### config.mk
export PLATFORM = sky130hd
export DESIGN_NAME = zxuno_regport
export DESIGN_NICKNAME = d
export VERILOG_FILES = /design/src/rtl/zxuno_regport.sv
export SDC_FILE = /design/constraint.sdc
export NUM_CORES = 1
export LEC_CHECK = 0
export ABC_AREA = 1
export BUFFER_PORTS_ARGS = -buffer_cell sky130_fd_sc_hd__buf_2
export CELL_PAD_IN_SITES_DETAIL_PLACEMENT = 1
export CELL_PAD_IN_SITES_GLOBAL_PLACEMENT = 2
export CORE_MARGIN = 3
export CORE_UTILIZATION = 26
export CTS_CLUSTER_SIZE = 12
export DETAILED_ROUTE_END_ITERATION = 10
export HOLD_SLACK_MARGIN = 0.08
export PLACE_DENSITY_LB_ADDON = 0.05
export SLEW_MARGIN = 0
export SYNTH_ARGS = -nofsm -noshare
export SYNTH_HDL_FRONTEND = slang
export SYNTH_SLANG_ARGS = --single-unit
### constraint.sdc
create_clock -name clk -period 3.62 [get_ports clk]
set_input_delay 0.905 -clock clk [delete_from_list [all_inputs] [get_ports clk]]
set_output_delay 0.905 -clock clk [all_outputs]
set_load 0.02 [all_outputs]
### src/rtl/zxuno_regport.sv
// zxuno_regport: ZX-UNO internal register bus sequencer.
// Decodes Z80 I/O cycles on the address and data ports, strobes peripherals and arbitrates read-back.
`default_nettype none

module zxuno_regport #(
  parameter int          NPERIPH   = 4,
  parameter logic [15:0] ADDR_PORT = 16'hFC3B,
  parameter logic [15:0] DATA_PORT = 16'hFD3B
) (
  input  logic                 clk,
  input  logic                 rst_n,
  input  logic [15:0]          cpu_a,
  input  logic [7:0]           cpu_din,
  input  logic                 iorq_n,
  input  logic                 rd_n,
  input  logic                 wr_n,
  output logic [7:0]           cpu_dout,
  output logic                 cpu_oe_n,
  output logic [7:0]           zxuno_addr,
  output logic                 zxuno_regrd,
  output logic                 zxuno_regwr,
  output logic [7:0]           zxuno_dout,
  input  logic [NPERIPH-1:0]   periph_oe_n,
  input  logic [8*NPERIPH-1:0] periph_dout,
  output logic                 collision
);

  typedef enum logic [2:0] {
    ST_IDLE     = 3'd0,
    ST_RD_ADDR  = 3'd1,
    ST_RD_DATA  = 3'd2,
    ST_WR_DONE  = 3'd3,
    ST_WAIT_END = 3'd4
  } state_t;

  state_t      state_q, state_d;
  logic [7:0]  addr_q, addr_d;
  logic [7:0]  wdata_q, wdata_d;
  logic        regwr_q, regwr_d;
  logic        regrd_q, regrd_d;
  logic        coll_q, coll_d;

  // Bus sample stage; deliberately not reset so a cycle in flight at reset release stays visible.
  logic [15:0] a_q;
  logic [7:0]  din_q;
  logic        iorq_n_q, rd_n_q, wr_n_q;

  logic        rdcyc, wrcyc, cycle_end, hit_addr, hit_data;
  logic [7:0]  pick;
  logic        found, multi;

  always_ff @(posedge clk) begin
    a_q      <= cpu_a;
    din_q    <= cpu_din;
    iorq_n_q <= iorq_n;
    rd_n_q   <= rd_n;
    wr_n_q   <= wr_n;
  end

  // Read wins when both strobes are low, so an illegal cycle never writes.
  always_comb begin
    rdcyc     = !iorq_n_q && !rd_n_q;
    wrcyc     = !iorq_n_q && !wr_n_q && rd_n_q;
    cycle_end = iorq_n_q || (rd_n_q && wr_n_q);
    hit_addr  = (a_q == ADDR_PORT);
    hit_data  = (a_q == DATA_PORT);
  end

  // Lowest-index enabled peripheral owns the bus; any second enable is a collision.
  always_comb begin
    pick  = 8'hFF;
    found = 1'b0;
    multi = 1'b0;
    for (int i = 0; i < NPERIPH; i++) begin
      if (!periph_oe_n[i]) begin
        if (found) begin
          multi = 1'b1;
        end else begin
          found = 1'b1;
          pick  = periph_dout[8*i +: 8];
        end
      end
    end
  end

  always_comb begin
    state_d = state_q;
    addr_d  = addr_q;
    wdata_d = wdata_q;
    regwr_d = 1'b0;
    coll_d  = coll_q;
    case (state_q)
      ST_IDLE: begin
        if (rdcyc && hit_addr) begin
          state_d = ST_RD_ADDR;
        end else if (rdcyc && hit_data) begin
          state_d = ST_RD_DATA;
        end else if (wrcyc && hit_addr) begin
          addr_d  = din_q;
          coll_d  = 1'b0;
          state_d = ST_WR_DONE;
        end else if (wrcyc && hit_data) begin
          wdata_d = din_q;
          regwr_d = 1'b1;
          state_d = ST_WR_DONE;
        end
      end
      ST_RD_ADDR: begin
        if (cycle_end) state_d = ST_IDLE;
      end
      ST_RD_DATA: begin
        if (multi) coll_d = 1'b1;
        if (cycle_end) state_d = ST_IDLE;
      end
      ST_WR_DONE, ST_WAIT_END: begin
        if (cycle_end) state_d = ST_IDLE;
      end
      default: state_d = ST_IDLE;
    endcase
    regrd_d = (state_d == ST_RD_DATA);
  end

  always_ff @(posedge clk) begin
    if (!rst_n) begin
      state_q <= ST_WAIT_END;
      addr_q  <= 8'h00;
      wdata_q <= 8'h00;
      regwr_q <= 1'b0;
      regrd_q <= 1'b0;
      coll_q  <= 1'b0;
    end else begin
      state_q <= state_d;
      addr_q  <= addr_d;
      wdata_q <= wdata_d;
      regwr_q <= regwr_d;
      regrd_q <= regrd_d;
      coll_q  <= coll_d;
    end
  end

  always_comb begin
    cpu_oe_n = 1'b1;
    cpu_dout = 8'hFF;
    if (state_q == ST_RD_ADDR) begin
      cpu_oe_n = 1'b0;
      cpu_dout = addr_q;
    end else if (state_q == ST_RD_DATA) begin
      cpu_oe_n = 1'b0;
      cpu_dout = pick;
    end
  end

  assign zxuno_addr  = addr_q;
  assign zxuno_dout  = wdata_q;
  assign zxuno_regwr = regwr_q;
  assign zxuno_regrd = regrd_q;
  assign collision   = coll_q;

endmodule

`default_nettype wire
**Yosys cells after proc, flatten, opt, wreduce, memory -nomap -nowiden**

Cells that the tools add are included.

- Equal/unequal tests: 11
- Muxes and demuxes: 31
- Bitwise logic cells: 5
- Reduce and logical (&&, ||, !) cells: 19

Operator list:

| kind | count |
|---|---|
| $mux W8 | 9 |
| $eq A16 B16 Y1 const B | 2 |
| $mux W1 | 15 |
| $mux W3 | 5 |
| $reduce_and A5 Y1 | 2 |
| $eq A3 B2 Y1 const B | 3 |
| $logic_and A1 B1 Y1 | 8 |
| $ne A2 B2 Y1 const B | 4 |
| $pmux W3 S2 | 1 |
| $not A1 Y1 | 5 |
| $reduce_or A5 Y1 | 1 |
| $reduce_and A4 Y1 | 1 |
| $reduce_or A4 Y1 | 1 |
| $eq A3 B1 Y1 const B | 1 |
| $eq A3 B3 Y1 const B | 1 |
| $logic_not A1 Y1 | 3 |
| $logic_not A3 Y1 | 1 |
| $pmux W1 S2 | 1 |
| $reduce_bool A2 Y1 | 1 |
| $logic_or A1 B1 Y1 | 1 |

- Register bits after elaboration: 49
- Output and inout bits: 28
- Word-level logic and storage cells: 77

**Depth between registers and ports, before layout**

Gate-level depths: netlist of run 1.

- Depth in word-level cells: 10
- Gate-level depth with buffers: 12
- Depth with buffers taken out: 12

**Least setup slack after synthesis of run 1**

No wires, ideal clock.

- Path kind: input -> output
- Start point: input port periph_oe_n[1]
- End point: output port cpu_dout[5]
- Arrival: 1.884 ns
- Data required time: 2.715 ns
- Setup slack: 0.831 ns
- Stages: 7
- Buffers on the path: 1
- Path through: nand2_1 -> nor2_2 -> buf_2 -> nand2_1 -> o21ai_0 -> nand2_1 -> a31oi_1

- Word-level cells in the longest chain between the ends: 7

RTL lines:

| what | RTL line | text |
|---|---|---|
| start: declaration | 23 | `input logic [NPERIPH-1:0] periph_oe_n,` |
| $mux W8 / $mux W1 (equally long branches) | 75 | `if (!periph_oe_n[i]) begin` |
| $mux W8 | 76 | `if (found) begin` |
| $mux W8 | 75 |  |
| $mux W8 | 76 |  |
| $mux W8 * | 75 |  |
| $mux W8 * | 147 | `end else if (state_q == ST_RD_DATA) begin` |
| $mux W8 * | 144 | `if (state_q == ST_RD_ADDR) begin` |
| end: declaration | 17 | `output logic [7:0] cpu_dout,` |

Every way passes the cells marked *; elsewhere a longest branch is shown, timed or not.

**Worst setup path in the final report of run 1**

- Start point: input port periph_oe_n[0]
- End point: output port cpu_dout[3]

- Word-level cells in the longest chain between the ends: 9

RTL lines:

| what | RTL line |
|---|---|
| $mux W8 | 75 |
| $mux W8 | 76 |
| $mux W8 | 75 |
| $mux W8 | 76 |
| $mux W8 | 75 |
| $mux W8 | 76 |
| $mux W8 * | 75 |
| $mux W8 * | 147 |
| $mux W8 * | 144 |

Marks and branches as above.

==> flow_summary.toml, run 1 <==
[floorplanning]
die_x_um = 93.1
io_pins = 93
dieHeight_um = 93.1
die_area_um2 = 8680
rows = 31
initial_utilization = 0.271
fp.coreArea_um2 = 7290

[clock_tree]
cts-root-buf = "clkbuf_8"
cts_buffers = 5
cts_tree = "done"
cts-hold-fix-buffers = 0
cts_setup_buffers = 0
clkLatencyLatePin_ns = 0.30
clock-sinks = 49
clockBufferDepth = 2
post_cts_resized = 0
htree_levels = 2
clk_pin_slew_ns = 0.10

[worst_setup_path]
arrival_ns = 2.24
path_max_fanout = 16
required_ns = 2.71
rr_startpoint = "a_q[11]"
crit_start = "periph_oe_n[0]"
worstReg2RegEnd = "zxuno_dout[1]"
end_kind = "primary output"
worst-setup-path-type = "primary input to primary output"
critPathLaunchType = "primary input"
reg2reg_depth = 7
reg2reg_slack_ns = 2.04

[routing]
ant_nets = 0
drtIter0Drc = 53
vias = 1975
post_drt_wl_per_cell_um = 12.3
drtPass1Iterations = 4
drc = 0
drt-total-wl_um = 5620
vias_per_cell = 4.34

[logic_synthesis]
synth_cell_types = 23
synth.most_common_cell = "nand2_1"
syn_nets = 327
yosys_most_used_dff = "dfxtp_1"
ys_top_cells_by_count = "51 x nand2_1, 49 x dfxtp_1, 41 x nor2_1, 27 x inv_1, 25 x o21ai_0"
synth_seq_area_share = 0.497
synth_top_cell_by_area = "dfxtp_1"
syn_inst = 262
synth_top_area_share = 0.497
ys_warn_count = 0
ys_seq_elements = 49
async_reset_ff_frac = 0
synthTopCellsByArea = "dfxtp_1 50%, nand2_1 9.7%, nor2_1 7.8%"
syn_area_um2 = 1970
avgSynthCellArea_um2 = 7.54
synth_edf_count = 0

[final_layout]
syn_to_final_growth_pct = 33.1
diodes = 0
drive_gt1_frac = 0.309
fillCellCount = 971
final_nets = 420
fin_util = 0.360
design_area_um2 = 2630

[global_routing]
grt_start_max_net_pins = 21
grt_pass1_vias = 1810
overflow = 0
grt_pass1_wl_um = 8850
grt_use_total = 0.127
antenna_found_initial = 0

[power]
peakVddDrop_mv = 0.163
internal-power_w = 0.000741
p_leak_nw = 1.25
powerDensity_nw_per_um2 = 378
pwr-share-seq = 0.569
p_total_w = 0.000993
swShare = 0.254
clkPwrFrac = 0.344
switching_power_w = 0.000252
comb_power_share = 0.087

[placed_design]
place_area_um2 = 2520
io_buffer_count = 92
routabilityCongestion = 0.763
detailed_place_hpwl_um = 4520

[sta]
fmax_mhz = 318
tns_ns = 0
relSlewSlack = 0.534
whs_ns = 0.452
finalCritPeriodShare = 0.868
fin_worst_skew_ns = 0.00734
slew_viol_final = 0
rsz0062_at_grt = "false"
final-setup-viol-count = 0
hold_viol_final = 0
worst_pin_slew_ns = 0.696
period_minus_slack_ns = 3.14

[worst_hold_path]
min_to = "zxuno_dout[3]"
hold_depth = 2
hp-class = "flip-flop to flip-flop"
hold_start = "zxuno_dout[3]"

[run_status]
status = "complete, no violations"

[flow_run]
cap_violations = 0
==> critical path: stages <==
cell and delay [ns]:
buf_2 0.19, nand2_1 0.12, nor2_2 0.41, nand2_1 0.09, o21ai_0 0.11, nand2_1 0.08
a31oi_1 0.15, buf_2 0.19
==> cells in the final DEF (no fill, tap or decap) <==
master / netlist / routed
dfxtp_1: 49 / 49
nand4_1: 9 / 9
nor3b_4: 1 / 1
inv_2: 1 / 1
buf_2: 3 / 92
nand3_1: 8 / 8
clkbuf_8: 0 / 5
o21ai_1: 3 / 3
nand3_2: 2 / 2
nor2_4: 1 / 1
a31oi_1: 8 / 8
clkinv_4: 0 / 2
o211ai_1: 1 / 1
clkinv_1: 2 / 2
o22ai_1: 8 / 8
a21oi_1: 12 / 12
clkinv_8: 0 / 1
nand4_2: 1 / 1
nor2_2: 4 / 4
nor2_1: 41 / 41
nor3_1: 2 / 2
inv_1: 27 / 27
o21ai_0: 25 / 25
nand2_1: 51 / 51
==> cells by family (layout without fill, tap and decap cells) <==
family                 after synthesis  after routing  share of synthesized area
AOI/OAI and AO/OA                   57             57                      0.156
DFF                                 49             49                      0.497
buffers and inverters               36            130                     0.0741
and+or+nand+nor                    120            120                      0.273
==> state kept, by name, summed over array words and instances, names as in the netlist <==
| register | cells |
|---|---|
| din_q | 8 |
| state_q | 3 |
| wr_n_q | 1 |
| a_q | 16 |
| iorq_n_q | 1 |
| zxuno_addr | 8 |
| zxuno_regrd | 1 |
| collision | 1 |
| zxuno_dout | 8 |
| zxuno_regwr | 1 |
| rd_n_q | 1 |
==> layer usage <==
metal  global-route usage  part of all wire  up-vias
li1                     -                 -     1054
met1                0.183              0.51      857
met2                0.182              0.41       62
met3               0.0346             0.072        2
met4               0.0366            0.0066        0
met5                    0                 0        -
==> worst max path at each step <==
stage                              to  slack [ns]  cells after the start
after floorplan           cpu_dout[5]        0.83                      7
after global placement    cpu_dout[3]        0.49                      8
after detailed placement  cpu_dout[3]        0.49                      8
after CTS                 cpu_dout[3]        0.47                      8
after global routing      cpu_dout[3]        0.20                      8
final                     cpu_dout[3]        0.48                      8
==> power groups by stage <==
stage	logic (W)	clock network [W]	registers, W
2_1_floorplan	0.0000440	0	0.000575
3_3_place_gp	0.0000872	0	0.000577
3_5_place_dp	0.0000872	0	0.000578
4_1_cts	0.0000877	0.000368	0.000565
5_1_grt	0.0000990	0.000388	0.000568
6_report	0.0000866	0.000341	0.000565
==> stage by stage <==
| step | cells | setup slack (ns) |
|---|---|---|
| 6_report | 455 | 0.477 |
| 5_1_grt | 455 | 0.199 |
| 4_1_cts | 455 | 0.470 |
| 3_5_place_dp | 447 | 0.486 |
| 3_3_place_gp | 447 | 0.494 |
| 2_1_floorplan | 262 | 0.831 |
==> area by class of cell <==
class / instances / area, um2 / area share
Sequential cell: 49 / 981 / 0.373
Multi-Input combinational cell: 177 / 847 / 0.322
Timing Repair Buffer: 92 / 460 / 0.175
Tap cell: 99 / 124 / 0.0471
Inverter: 30 / 113 / 0.0429
Clock buffer: 5 / 68.8 / 0.0262
Clock inverter: 3 / 33.8 / 0.0129
No activity file was read; power rests on OpenSTA's default activity.
==> run 2: changes to the inputs <==
- CORE_UTILIZATION: 26 -> 24
- PLACE_DENSITY_LB_ADDON: 0.05 -> 0.1
- clock period: 3.62 -> 3.5 ns (I/O delays scaled with it)
==> run 2 against run 1 <==
Effect of this change:
- flip-flop and latch count did not move
- clock skew rose by 0.0081 ns
- clock power rose by 1%
- global-route usage rose by 0.052 points
- combinational power rose by 4.8%
- count of clock-buffer cells in the layout did not move
- wire length rose by 4.1%
- register-to-register slack got worse by 0.09 ns
- largest power group unchanged
==> flow_summary.toml, run 2 (synthesized netlist as in run 1, its figures left out) <==
[run_status]
status = "complete, no violations"

[floorplanning]
fp.coreArea_um2 = 7850
dieHeight_um = 96.7
die_x_um = 96.7
io_pins = 93
rows = 32
die_area_um2 = 9350
initial_utilization = 0.252

[sta]
hold_viol_final = 0
final-setup-viol-count = 0
relSlewSlack = 0.516
fin_worst_skew_ns = 0.0154
worst_pin_slew_ns = 0.723
slew_viol_final = 0
tns_ns = 0
period_minus_slack_ns = 3.09
finalCritPeriodShare = 0.884
fmax_mhz = 323
rsz0062_at_grt = "false"

[routing]
vias = 1988
ant_nets = 0
vias_per_cell = 4.34
drc = 0
drtPass1Iterations = 4
drt-total-wl_um = 5850
drtIter0Drc = 44
post_drt_wl_per_cell_um = 12.8

[worst_setup_path]
cpMaxStageDelayCell = "nor2_2"
crit_chain = "buf_2, nand2_1, nor2_2, nand2_1, o21ai_0, nand2_1, a31oi_1, buf_2"
path_max_fanout = 16
worst-path-buf-inv = 2
max_stage_delay_ns = 0.42
crit_start = "periph_oe_n[0]"
critPathLaunchType = "primary input"
end_kind = "primary output"
required_ns = 2.62
crit_family = "simple AND/OR/NAND/NOR gates"
arrival_ns = 2.22
worst-setup-path-type = "primary input to primary output"
rr_startpoint = "a_q[11]"
critical_path.most_common_cell = "nand2_1"

[clock_tree]
clock-sinks = 49
cts-hold-fix-buffers = 0
cts-root-buf = "clkbuf_8"
cts_setup_buffers = 0
htree_levels = 2
post_cts_resized = 0
clkLatencyLatePin_ns = 0.31
cts_buffers = 5
clockBufferDepth = 2
clk_pin_slew_ns = 0.11
cts_tree = "done"

[worst_hold_path]
hp-class = "flip-flop to flip-flop"
hold_start = "zxuno_dout[0]"

[global_routing]
grt_pass1_vias = 1999
antenna_found_initial = 0
grt_use_total = 0.127
grt_start_max_net_pins = 21
overflow = 0
grt_pass1_wl_um = 9920

[power]
powerDensity_nw_per_um2 = 389
peakVddDrop_mv = 0.150
p_leak_nw = 1.25
p_total_w = 0.00102

[placed_design]
detailed_place_hpwl_um = 4680
io_buffer_count = 92
routabilityCongestion = 0.794

[final_layout]
largest_reg_flops = 16
diodes = 0
fillCellCount = 1015
drive_gt1_frac = 0.309
syn_to_final_growth_pct = 32.9
largest-register = "a_q"
layout_commonest_cell = "buf_2"
final_nets = 420
final_cell_mix = "92 x buf_2, 51 x nand2_1, 49 x dfxtp_1"

[flow_run]
cap_violations = 0
==> run 2: where the power goes <==
part / total (W) / switching [W] / internal (W) / leakage (nW)
Sequential: 0.000584 / 0.00000939 / 0.000575 / 0.405
Combinational: 0.0000908 / 0.0000488 / 0.0000420 / 0.798
Clock: 0.000345 / 0.000199 / 0.000146 / 0.0487
Total: 0.00102 / 0.000257 / 0.000763 / 1.25
==> run 2: through the flow <==
step / utilization / hold slack [ns] / setup slack, ns / instance area, um2 / cells
2_1_floorplan: - / 0.470 / 0.771 / 1970 / 262
3_3_place_gp: 0.322 / 0.434 / 0.446 / 2530 / 450
3_5_place_dp: 0.322 / 0.436 / 0.394 / 2530 / 450
4_1_cts: 0.334 / 0.455 / 0.397 / 2620 / 458
5_1_grt: 0.334 / 0.461 / 0.142 / 2620 / 458
6_report: 0.334 / 0.453 / 0.406 / 2620 / 458
==> run 2: final cells by class <==
| class | instances | area, um2 | area share |
|---|---|---|---|
| clock buffer | 5 | 68.8 | 0.0262 |
| clock inverter | 3 | 26.3 | 0.0100 |
| inverter | 30 | 113 | 0.0429 |
| multi-input combinational | 177 | 847 | 0.323 |
| sequential | 49 | 981 | 0.374 |
| tap | 102 | 128 | 0.0486 |
| timing repair buffer | 92 | 460 | 0.175 |
==> run 2: metal layers <==
| metal | share of wire | vias up | wire, um | global-route usage |
|---|---|---|---|---|
| li1 | - | 1050 | - | - |
| met1 | 0.52 | 870 | 3070 | 0.181 |
| met2 | 0.40 | 64 | 2370 | 0.188 |
| met3 | 0.062 | 4 | 365 | 0.0368 |
| met4 | 0.0087 | 0 | 51 | 0.0324 |
| met5 | 0 | - | 0 | 0 |
==> run 2: path summary, 6_finish.rpt <==
kind	end	cells after the start	slack, ns
setup / recovery	cpu_dout[7]	8	0.41
hold / removal	zxuno_dout[0]	2	0.45
setup reg to reg	zxuno_dout[7]	7	1.95
hold reg to reg	zxuno_dout[0]	2	0.45
==> run 2: worst min-delay path: stages, from the launching register on <==
cell     delay, ns
dfxtp_1       0.32
inv_1         0.05
a21oi_1       0.05
==> run 3: changes to the inputs <==
- BUFFER_PORTS_ARGS: -buffer_cell sky130_fd_sc_hd__buf_2 -> default
- CORE_ASPECT_RATIO: default -> 0.7
- CORE_UTILIZATION: 24 -> 32
- DONT_BUFFER_PORTS: default -> 1
==> run 3 against run 2 <==
Effect of this change:
- critical path depth decreased by 2
- sequential power about the same
- total power decreased by 2.9%
- global-route usage increased by 1.8 points
- flip-flop and latch count unchanged
- register-to-register slack about the same
- worst hold slack improved by 0.067 ns
- utilization increased by 3.1 points
- fmax increased by 3.7%
- largest power group unchanged
==> flow_summary.toml, run 3 (synthesized netlist as in run 1, its figures left out) <==
[worst_setup_path]
worstReg2RegEnd = "zxuno_dout[5]"
reg2reg_slack_ns = 1.95
end_kind = "primary output"
worst-setup-path-type = "primary input to primary output"
arrival_ns = 2.11
crit_family = "simple AND/OR/NAND/NOR gates"
rr_startpoint = "a_q[11]"
critical_path.most_common_cell = "nand2_1"
crit_chain = "nand2_1, nor2_2, nand2_1, o21ai_0, nand2_1, a31oi_1"
required_ns = 2.62
cp_num_cells = 6
critPathLaunchType = "primary input"
worst-path-buf-inv = 0
reg2reg_depth = 7
path_max_fanout = 16
cpMaxStageDelayCell = "a31oi_1"
max_stage_delay_ns = 0.44

[final_layout]
largest-register = "a_q"
syn_to_final_growth_pct = 8.11
final_cell_mix = "51 x nand2_1, 49 x dfxtp_1, 41 x nor2_1"
final_nets = 328
fillCellCount = 714
drive_gt1_frac = 0.0682
diodes = 0
layoutNonFillerInstCount = 339
largest_reg_flops = 16
layout_commonest_cell = "nand2_1"
design_area_um2 = 2130

[placed_design]
placedCellCount = 331
routabilityCongestion = 0.709
place_area_um2 = 2030
io_buffer_count = 0
detailed_place_hpwl_um = 4100

[power]
switching_power_w = 0.000233
p_leak_nw = 0.876
swShare = 0.235
comb_power_share = 0.052
internal-power_w = 0.000757
peakVddDrop_mv = 0.179
powerDensity_nw_per_um2 = 464
pwr-share-seq = 0.591
p_total_w = 0.000990
clkPwrFrac = 0.357

[global_routing]
grt_use_total = 0.145
antenna_found_initial = 0
overflow = 0
grt_start_max_net_pins = 21
grt_pass1_wl_um = 8250
grt_pass1_vias = 1631

[worst_hold_path]
min_to = "zxuno_addr[5]"
hp-class = "flip-flop to flip-flop"
hold_start = "din_q[5]"
hold_depth = 2

[floorplanning]
dieHeight_um = 71.7
io_pins = 93
initial_utilization = 0.338
rows = 23
die_x_um = 99.9
die_area_um2 = 7160
fp.coreArea_um2 = 5840

[sta]
whs_ns = 0.520
hold_viol_final = 0
worst_pin_slew_ns = 0.633
relSlewSlack = 0.577
rsz0062_at_grt = "false"
fmax_mhz = 335
fin_worst_skew_ns = 0.0107
final-setup-viol-count = 0
slew_viol_final = 0
tns_ns = 0
finalCritPeriodShare = 0.853
period_minus_slack_ns = 2.98

[run_status]
status = "complete, no violations"

[clock_tree]
post_cts_resized = 0
clock-sinks = 49
cts-hold-fix-buffers = 0
htree_levels = 2
clk_pin_slew_ns = 0.10
cts_buffers = 5
clockBufferDepth = 2
cts-root-buf = "clkbuf_8"
cts_setup_buffers = 0
cts_tree = "done"
clkLatencyLatePin_ns = 0.30

[routing]
drt-total-wl_um = 5150
drtPass1Iterations = 4
vias = 1632
drc = 0
vias_per_cell = 4.81
ant_nets = 0
post_drt_wl_per_cell_um = 15.2
drtIter0Drc = 43

[flow_run]
cap_violations = 0
run 3: cell count changes in the layout (fill, tap and decap cells not counted):
cell | previous run | this run
clkbuf_8 | 5 | 6
clkinv_4 | 2 | 1
buf_2 | 92 | 0
run 3: how the worst max path moves through the flow:
stage / startpoint / to / slack (ns)
after floorplan: periph_oe_n[1] / cpu_dout[5] / 0.77
after global placement: periph_oe_n[1] / cpu_dout[3] / 0.60
after detailed placement: periph_oe_n[1] / cpu_dout[7] / 0.54
after CTS: periph_oe_n[1] / cpu_dout[7] / 0.54
after global routing: periph_oe_n[1] / cpu_dout[7] / 0.36
final: periph_oe_n[1] / cpu_dout[7] / 0.52
run 3: layout make-up:
cell class | count | area (um2) | area share
inverters | 30 | 113 | 0.0528
clock inverters | 2 | 17.5 | 0.00821
well taps | 75 | 93.8 | 0.0440
multi-input cells | 177 | 847 | 0.397
flip-flops and latches | 49 | 981 | 0.460
clock buffers | 6 | 82.6 | 0.0387
run 3: through the flow:
stage / setup slack [ns] / utilization
2_1_floorplan: 0.771 / -
3_3_place_gp: 0.595 / 0.348
3_5_place_dp: 0.544 / 0.348
4_1_cts: 0.537 / 0.365
5_1_grt: 0.363 / 0.365
6_report: 0.516 / 0.365
run 3: per-layer routing:
| metal | wire, um | GRT usage | vias to the layer above |
|---|---|---|---|
| met5 | 0 | 0 | - |
| met4 | 24 | 0.0318 | 0 |
| met3 | 407 | 0.0554 | 2 |
| met2 | 1970 | 0.199 | 59 |
| met1 | 2750 | 0.213 | 706 |
| li1 | - | - | 865 |
run 3: power groups by stage:
stage | clock, W | combinational [W] | sequential, W
3_5_place_dp | 0 | 0.0000518 | 0.000598
5_1_grt | 0.000396 | 0.0000601 | 0.000587
4_1_cts | 0.000372 | 0.0000519 | 0.000585
2_1_floorplan | 0 | 0.0000456 | 0.000595
6_report | 0.000354 | 0.0000513 | 0.000585
3_3_place_gp | 0 | 0.0000514 | 0.000597
run 3: worst min-delay path, stage by stage, from the launching register on:
cell,delay (ns)
dfxtp_1,0.34
o21ai_0,0.08
nor2_1,0.07
